===== config.mk =====
export PLATFORM = sky130hd
export DESIGN_NAME = spi_adc_sampler
export DESIGN_NICKNAME = d
export VERILOG_FILES = /design/src/rtl/spi_adc_pkg.sv /design/src/rtl/spi_adc_period_timer.sv /design/src/rtl/spi_adc_sampler.sv
export SDC_FILE = /design/constraint.sdc
export NUM_CORES = 1
export LEC_CHECK = 0
export CAP_MARGIN = 20
export CORE_ASPECT_RATIO = 1.75
export CORE_MARGIN = 3
export CORE_UTILIZATION = 30
export CTS_BUF_LIST = sky130_fd_sc_hd__clkbuf_8 sky130_fd_sc_hd__clkbuf_16
export DETAILED_ROUTE_END_ITERATION = 6
export GPL_TIMING_DRIVEN = 0
export PLACE_DENSITY = 0.51
export SLEW_MARGIN = 20
export SYNTH_ARGS = -nofsm -noshare
export SYNTH_HDL_FRONTEND = slang
export SYNTH_SLANG_ARGS = --single-unit

===== constraint.sdc =====
create_clock -name clk -period 5.45 [get_ports clk]
set_input_delay 0.545 -clock clk [delete_from_list [all_inputs] [get_ports clk]]
set_output_delay 0.545 -clock clk [all_outputs]
set_load 0.05 [all_outputs]

===== src/rtl/spi_adc_pkg.sv =====
// Shared definitions for the SPI ADC sampler.
//   state_t    : frame sequencer states
//   FRAME_BITS : SCLK periods per conversion frame
//   LEAD_BITS  : leading sample/null bits discarded at the start of a frame
//   ADC_W      : conversion result width
package spi_adc_pkg;

  localparam int unsigned FRAME_BITS = 13;
  localparam int unsigned LEAD_BITS  = 3;
  localparam int unsigned ADC_W      = 10;

  typedef enum logic [1:0] {
    IDLE    = 2'd0,
    SETUP   = 2'd1,
    SHIFT   = 2'd2,
    RECOVER = 2'd3
  } state_t;

endpackage


===== src/rtl/spi_adc_period_timer.sv =====
// Sample-rate timer. Emits a single-cycle tick every sample_period clk cycles.
// The first tick comes in the first cycle that enable=1 with a nonzero period.
//   clk, rst       : clock, asynchronous active-high reset
//   enable         : 0 holds the counter at zero, no ticks
//   sample_period  : cycles between ticks, 0 = no ticks; a new value takes effect at the next reload
//   tick           : combinational one-cycle pulse
module spi_adc_period_timer
  import spi_adc_pkg::*;
#(
  parameter int unsigned PERIOD_W = 16
) (
  input  logic                clk,
  input  logic                rst,
  input  logic                enable,
  input  logic [PERIOD_W-1:0] sample_period,
  output logic                tick
);

  logic [PERIOD_W-1:0] cnt;
  logic                run;

  assign run  = enable && (sample_period != '0);
  assign tick = run && (cnt == '0);

  always_ff @(posedge clk or posedge rst) begin
    if (rst) begin
      cnt <= '0;
    end else if (!run) begin
      cnt <= '0;
    end else if (cnt == '0) begin
      cnt <= sample_period - PERIOD_W'(1);
    end else begin
      cnt <= cnt - PERIOD_W'(1);
    end
  end

endmodule


===== src/rtl/spi_adc_sampler.sv =====
// Periodic reader for an MCP3001-style 10-bit SPI ADC (mode 0, read-only).
// Each completed frame updates data_out and pulses strobe_out for one cycle.
//   clk, rst      : clock, asynchronous active-high reset
//   enable        : 1 = periodic sampling, 0 = no new frames (a running frame completes)
//   sample_period : clk cycles between frame starts, 0 = no sampling
//   adc_miso      : ADC serial data, sampled on the edge that raises adc_sclk
//   adc_sclk      : SPI clock, idle low
//   adc_cs_n      : ADC chip select, active low
//   data_out      : last completed conversion
//   strobe_out    : one-cycle pulse when data_out is updated
//   busy          : frame in progress (including CS-high recovery)
//   overrun       : one-cycle pulse when a period tick is dropped because busy
module spi_adc_sampler
  import spi_adc_pkg::*;
#(
  parameter int unsigned CLK_DIV     = 4,
  parameter int unsigned CS_HIGH_CYC = 4,
  parameter int unsigned PERIOD_W    = 16
) (
  input  logic                clk,
  input  logic                rst,
  input  logic                enable,
  input  logic [PERIOD_W-1:0] sample_period,
  input  logic                adc_miso,
  output logic                adc_sclk,
  output logic                adc_cs_n,
  output logic [ADC_W-1:0]    data_out,
  output logic                strobe_out,
  output logic                busy,
  output logic                overrun
);

  // One counter serves SETUP, the SCLK phase in SHIFT and RECOVER.
  localparam int unsigned CNT_MAX = (2 * CLK_DIV > CS_HIGH_CYC) ? 2 * CLK_DIV : CS_HIGH_CYC;
  localparam int unsigned CNT_W   = $clog2(CNT_MAX);
  localparam int unsigned BIT_W   = $clog2(FRAME_BITS);

  state_t             state;
  logic [CNT_W-1:0]   div_cnt;
  logic [BIT_W-1:0]   bit_cnt;
  logic [ADC_W-1:0]   shift_reg;
  logic               tick;

  spi_adc_period_timer #(
    .PERIOD_W (PERIOD_W)
  ) u_timer (
    .clk           (clk),
    .rst           (rst),
    .enable        (enable),
    .sample_period (sample_period),
    .tick          (tick)
  );

  assign busy = (state != IDLE);

  always_ff @(posedge clk or posedge rst) begin
    if (rst) begin
      state      <= IDLE;
      div_cnt    <= '0;
      bit_cnt    <= '0;
      shift_reg  <= '0;
      data_out   <= '0;
      strobe_out <= 1'b0;
      overrun    <= 1'b0;
      adc_sclk   <= 1'b0;
      adc_cs_n   <= 1'b1;
    end else begin
      strobe_out <= 1'b0;
      overrun    <= tick && (state != IDLE);

      case (state)
        IDLE: begin
          if (tick) begin
            state    <= SETUP;
            adc_cs_n <= 1'b0;
            div_cnt  <= '0;
          end
        end

        SETUP: begin
          if (div_cnt == CNT_W'(CLK_DIV - 1)) begin
            // First SCLK rise. Bit 0 is a lead bit, so nothing is captured here.
            state    <= SHIFT;
            adc_sclk <= 1'b1;
            div_cnt  <= '0;
            bit_cnt  <= '0;
          end else begin
            div_cnt <= div_cnt + CNT_W'(1);
          end
        end

        SHIFT: begin
          if (div_cnt == CNT_W'(CLK_DIV - 1)) begin
            adc_sclk <= 1'b0;
            div_cnt  <= div_cnt + CNT_W'(1);
          end else if (div_cnt == CNT_W'(2 * CLK_DIV - 1)) begin
            div_cnt <= '0;
            if (bit_cnt == BIT_W'(FRAME_BITS - 1)) begin
              state      <= RECOVER;
              adc_cs_n   <= 1'b1;
              data_out   <= shift_reg;
              strobe_out <= 1'b1;
            end else begin
              // Rising edge for bit bit_cnt+1; only bits past the lead bits are kept.
              adc_sclk <= 1'b1;
              bit_cnt  <= bit_cnt + BIT_W'(1);
              if (bit_cnt >= BIT_W'(LEAD_BITS - 1)) begin
                shift_reg <= {shift_reg[ADC_W-2:0], adc_miso};
              end
            end
          end else begin
            div_cnt <= div_cnt + CNT_W'(1);
          end
        end

        RECOVER: begin
          if (div_cnt == CNT_W'(CS_HIGH_CYC - 1)) begin
            state   <= IDLE;
            div_cnt <= '0;
          end else begin
            div_cnt <= div_cnt + CNT_W'(1);
          end
        end

        default: state <= IDLE;
      endcase
    end
  end

endmodule


=== Word-level counts from Yosys, hierarchy flattened ===
Index checks and enable logic that the tools add are counted.

* Register bits after elaboration: 49

* Bitwise gates (word level): 2
* Multiplexer cells: 33
* Add/subtract/negate cells: 4
* Reduce and logical (&&, ||, !) cells: 16
* Order comparisons: 1
* Equality and inequality tests: 15

{| class="wikitable"
|+ Operators with widths
! kind !! count
|-
| two-way mux 16 bit || 2
|-
| subtractor 16 x 1 -> 16 bit (second input constant) || 2
|-
| zero test 16 bit || 1
|-
| two-way mux 4 bit || 4
|-
| nonzero test 16 bit || 1
|-
| AND reduction 5 bit || 3
|-
| inequality test 2 bit (second input constant) || 7
|-
| two-way mux 1 bit || 12
|-
| two-way mux 2 bit || 6
|-
| two-way mux 3 bit || 4
|-
| one-hot mux 3 bit (3 select lines) || 1
|-
| one-hot mux 2 bit (4 select lines) || 1
|-
| one-hot mux 4 bit (2 select lines) || 1
|-
| AND reduction 4 bit || 2
|-
| inequality test 3 bit (second input constant) || 2
|-
| AND reduction 6 bit || 1
|-
| nonzero test 2 bit || 3
|-
| adder 4 x 1 -> 4 bit (second input constant) || 1
|-
| == test 2 bit (second input constant) || 2
|-
| == test 4 bit (second input constant) || 1
|-
| greater-or-equal comparator 4 x 2 -> 1 bit (second input constant) || 1
|-
| one-hot mux 1 bit (2 select lines) || 2
|-
| adder 3 x 1 -> 3 bit (second input constant) || 1
|-
| == test 3 x 2 -> 1 bit (second input constant) || 1
|-
| other kinds (6) || 9
|}

=== Depth between registers and ports, before layout ===
* Depth in word-level cells: 5
* Gate-level depth with buffers: 10
* Depth with buffers taken out: 8

=== Cells and area by module ===
Synthesis repeated with hierarchy kept, for this count alone.

* Cells, all modules: 271
* Area total of the unflattened synthesis: 2824.0 um2

{| class="wikitable"
|+ Modules (own cells, without submodules)
! module !! cells an instance !! times used !! area an instance (um2) !! seq. area each (um2)
|-
| spi_adc_sampler || 131 || 1 || 1601.5 || 827.0
|-
| spi_adc_period_timer || 140 || 1 || 1222.4 || 400.4
|}

=== Worst setup path before layout ===
Ideal clock, no wire load.

* Path kind: reg2reg
* From: register u_timer.cnt[9]
* To: register u_timer.cnt[12]
* Arrival time: 2.354 ns
* Cell stages (with the launch flop): 11
* Slack: 2.976 ns
* Clock period less this slack: 2.474 ns
* Path through: dfrtp_1 nor4_4 and4_2 buf_6 buf_2 a21oi_1 ha_1 and2b_1 a21bo_2 or4_1 and3_1

* Cells in the longest elaborated chain, start to end: 3
* Elaborated cells between the ends (all ways): 4
* Those cells by class: add/sub (1); mux (2); reduce/logical (1)

{| class="wikitable"
|+ Ends and longest elaborated chain
! element !! RTL line !! text
|-
| from (decl) || spi_adc_period_timer.sv:19 || <nowiki>logic [PERIOD_W-1:0] cnt;</nowiki>
|-
| from (signal assigned) || spi_adc_period_timer.sv:31 || <nowiki>cnt <= sample_period - PERIOD_W'(1);</nowiki>
|-
| from (signal assigned) || spi_adc_period_timer.sv:33 || <nowiki>cnt <= cnt - PERIOD_W'(1);</nowiki>
|-
| subtractor 16 x 1 -> 16 bit or zero test 16 bit (tied branches) || spi_adc_period_timer.sv:33, spi_adc_period_timer.sv:30 ||
|-
| two-way mux 16 bit (*) || spi_adc_period_timer.sv:30 || <nowiki>end else if (cnt == '0) begin</nowiki>
|-
| two-way mux 16 bit (*) || spi_adc_period_timer.sv:28 || <nowiki>end else if (!run) begin</nowiki>
|}

Mark *: on every way between the ends. The rest lies on a longest branch, timed or not.
A chain may end at the register's enable or synchronous reset.

=== Final worst setup path ===
Ends and elaborated chain as after synthesis.

==> out/qor.csv <==
metric,value,unit
DRC,0,
Routed WL,7.070,mm
max reg flops,16,
register area share after synthesis,43.79,%
Tcrit/Tclk final,51.92,%
share of layout cells above drive strength 1,17.32,%
fin. max-slew vios,0,
# fillers,958,
postcts setup bufs,0,
HP Class,reg -> reg,
final hold slack,506.0,ps
clk slew on worst S/H paths,70,ps
Max Fclk,0.3534,GHz
Post-CTS Hold Fix Bufs,0,
# IOs,35,
Post-synth EDFFs,0,
Clock Tree Root,clkbuf_16,
Bufs on Longest Clock Path,2,
multi-input logic area,1488,µm²
detailed-route via count,2256,
startpoint types,flip-flop,
Total GRT Usage,14.29,%
initial antenna violation count,0,
# Max-Cap Violations,0,
total grt overflow,0,
Pleak,0.001522,µW
Die Y,133.9,µm
Die X,79.07,µm
CTS tree,yes,
Mean Syn Cell Area,10.66,µm²
antenna-violating nets left,0,
kind of critical path,reg -> reg,
clk_lat worst skew,290,ps
post-synth top area cell,dfrtp_1,
syn nets,296,
DP Wirelength,5.461,mm
top post-synthesis cells by area,"dfrtp_1 43%, mux2_2 9.6%, ha_1 5.8%",
synthesized area,2803,µm²
VDD IR-drop max,0.2588,mV
RD Place Congestion,0.8669,
vias in the first global route,2355,
diode count,0,
vias per cell,5.296,
post-CTS sizing,0,
Cell Rows,46,
post-synth top area share,42.86,%
Post-Syn Instances,263,
setup TNS,0,ps
#FFs+latches synth,49,
Max Fanout on Critical Path,10,
WL per Instance,16.60,µm
status,"complete, no violations",
Async SR Flop Fraction,100.0,%
WP data arrival,3020,ps
Tot Pwr,1564,µW
Area Overhead vs Synth,24.87,%
sequential standard cell area,1227,µm²
GRT Max-Usage Layer,met2,
met1 usage,14.97,%
core area,9094,µm²
Port Buffers,34,
Initial Util,30.82,%
unrepaired setup endpoints after global routing,no,
total CTS buffers,5,
Max transition margin,50.21,%
Pre-Repair DR Iteration Count,4,
Tmin final,2830,ps
H-tree Lvls,2,
Least-Margin Pin Slew,744.4,ps
Ys Warns,0,
Non-Filler Instances,426,
Layout Nets,338,
pin count of the biggest net entering global routing,26,
area of the die,10580,µm²
GR Util met3,3.226,%
DR iter-0 viols,95,
ys flop type,dfrtp_1,
Max Clock Skew,5.606,ps
GR Layer Usage met2,26.27,%
Sink Count,49,
Hold Fails Final Rpt,0,
Inst Count DP,418,
"Distinct cells, synth",59,
critical path required time,5640,ps
PD cells,446.9,nW/µm²
final setup vio count,0,
crit end category,flip-flop,
global-route wire length before repair,11.83,mm
[cells in the mapped netlist (all sizes together) (2+ instances only)]
| library cell | count |
|---|---|
| buf | 4 |
| dfrtp | 48 |
| nand2b | 4 |
| nand2 | 11 |
| and3 | 2 |
| mux2 | 25 |
| nor3b | 4 |
| o31ai | 2 |
| a21oi | 23 |
| clkbuf | 5 |
| a211oi | 2 |
| a2bb2oi | 2 |
| inv | 11 |
| nand3 | 3 |
| ha | 13 |
| or2 | 3 |
| o22ai | 2 |
| a21o | 4 |
| o21a | 4 |
| o31a | 2 |
| nor2 | 16 |
| a311oi | 2 |
| or3 | 5 |
| o21ai | 11 |
| mux2i | 6 |
| nor4 | 11 |
| nor3 | 9 |
| nand4 | 4 |
[cell type report]
cell class,count,share of cell area (%)
Buffer,9,1.645
Clock buffer,5,3.575
Clock inverter,3,1.430
Inverter,11,1.180
Multi-Input combinational cell,194,42.51
Sequential cell,49,35.07
Tap cell,120,4.290
Timing Repair Buffer,35,10.30
[kinds of logic after synthesis]
family | share of synthesized area (%)
XOR/XNOR | 0.3126
flip-flops | 43.79
multiplexers | 12.32
buffers and inverters | 3.527
AO/OA/AOI/OAI | 16.43
adder cells (fa/ha/maj) | 5.804
AND/OR/NAND/NOR | 17.81
[worst paths after layout]
| check | startpoint | cells past startpoint | slack, ps | endpoint |
|---|---|---|---|---|
| hold / removal | shift_reg[9] | 1 | 510 | data_out[9] |
| hold reg to reg | shift_reg[9] | 1 | 510 | data_out[9] |
| max in group asynchronous | rst | 3 | 4260 | shift_reg[5] |
| setup / recovery | u_timer.cnt[9] | 10 | 2620 | u_timer.cnt[12] |
| min in group asynchronous | rst | 2 | 650 | overrun |
| setup reg to reg | u_timer.cnt[9] | 10 | 2620 | u_timer.cnt[12] |
[cell usage in the layout, fill, tap and decap left out, types with 5 or more instances in the layout]
master,synthesis,final
dfrtp_1,48,48
clkdlybuf4s50_1,0,34
mux2_2,24,24
a21oi_1,23,23
nor2_1,16,16
ha_1,13,13
nand2_1,11,11
o21ai_0,11,11
inv_1,11,10
nor3_1,9,9
nor4_1,8,8
mux2i_1,6,6
clkbuf_1,5,5
clkbuf_16,0,5
[routing by layer]
metal	vias up	wire length [µm]
met5	-	0
met4	0	202
met3	12	277
met2	56	3955
met1	1118	2635
li1	1070	-
[critical path, cell delays in order (launching register included)]
cell and delay, ps:
dfrtp_1 530, nor4_4 110, and4_2 230, buf_6 140
buf_2 190, a21oi_1 200, ha_1 190, and2b_1 150
a21bo_2 280, or4_1 520, and3_1 190
[report_power, final]
part	leakage, µW	switching [µW]	internal, µW
clock	0.0000859	152	221
sequential	0.000637	75.6	413
combinational	0.000800	377	326
[per-stage QoR]
step	cell area, µm²	utilization (%)	setup slack (ps)
after floorplan	2803	-	2976
after global placement	3293	36.21	2569
after detailed placement	3324	36.56	2541
after CTS	3500	38.48	2638
after global routing	3500	38.48	2481
final	3500	38.48	2620
No activity file was read; power rests on OpenSTA's default activity.
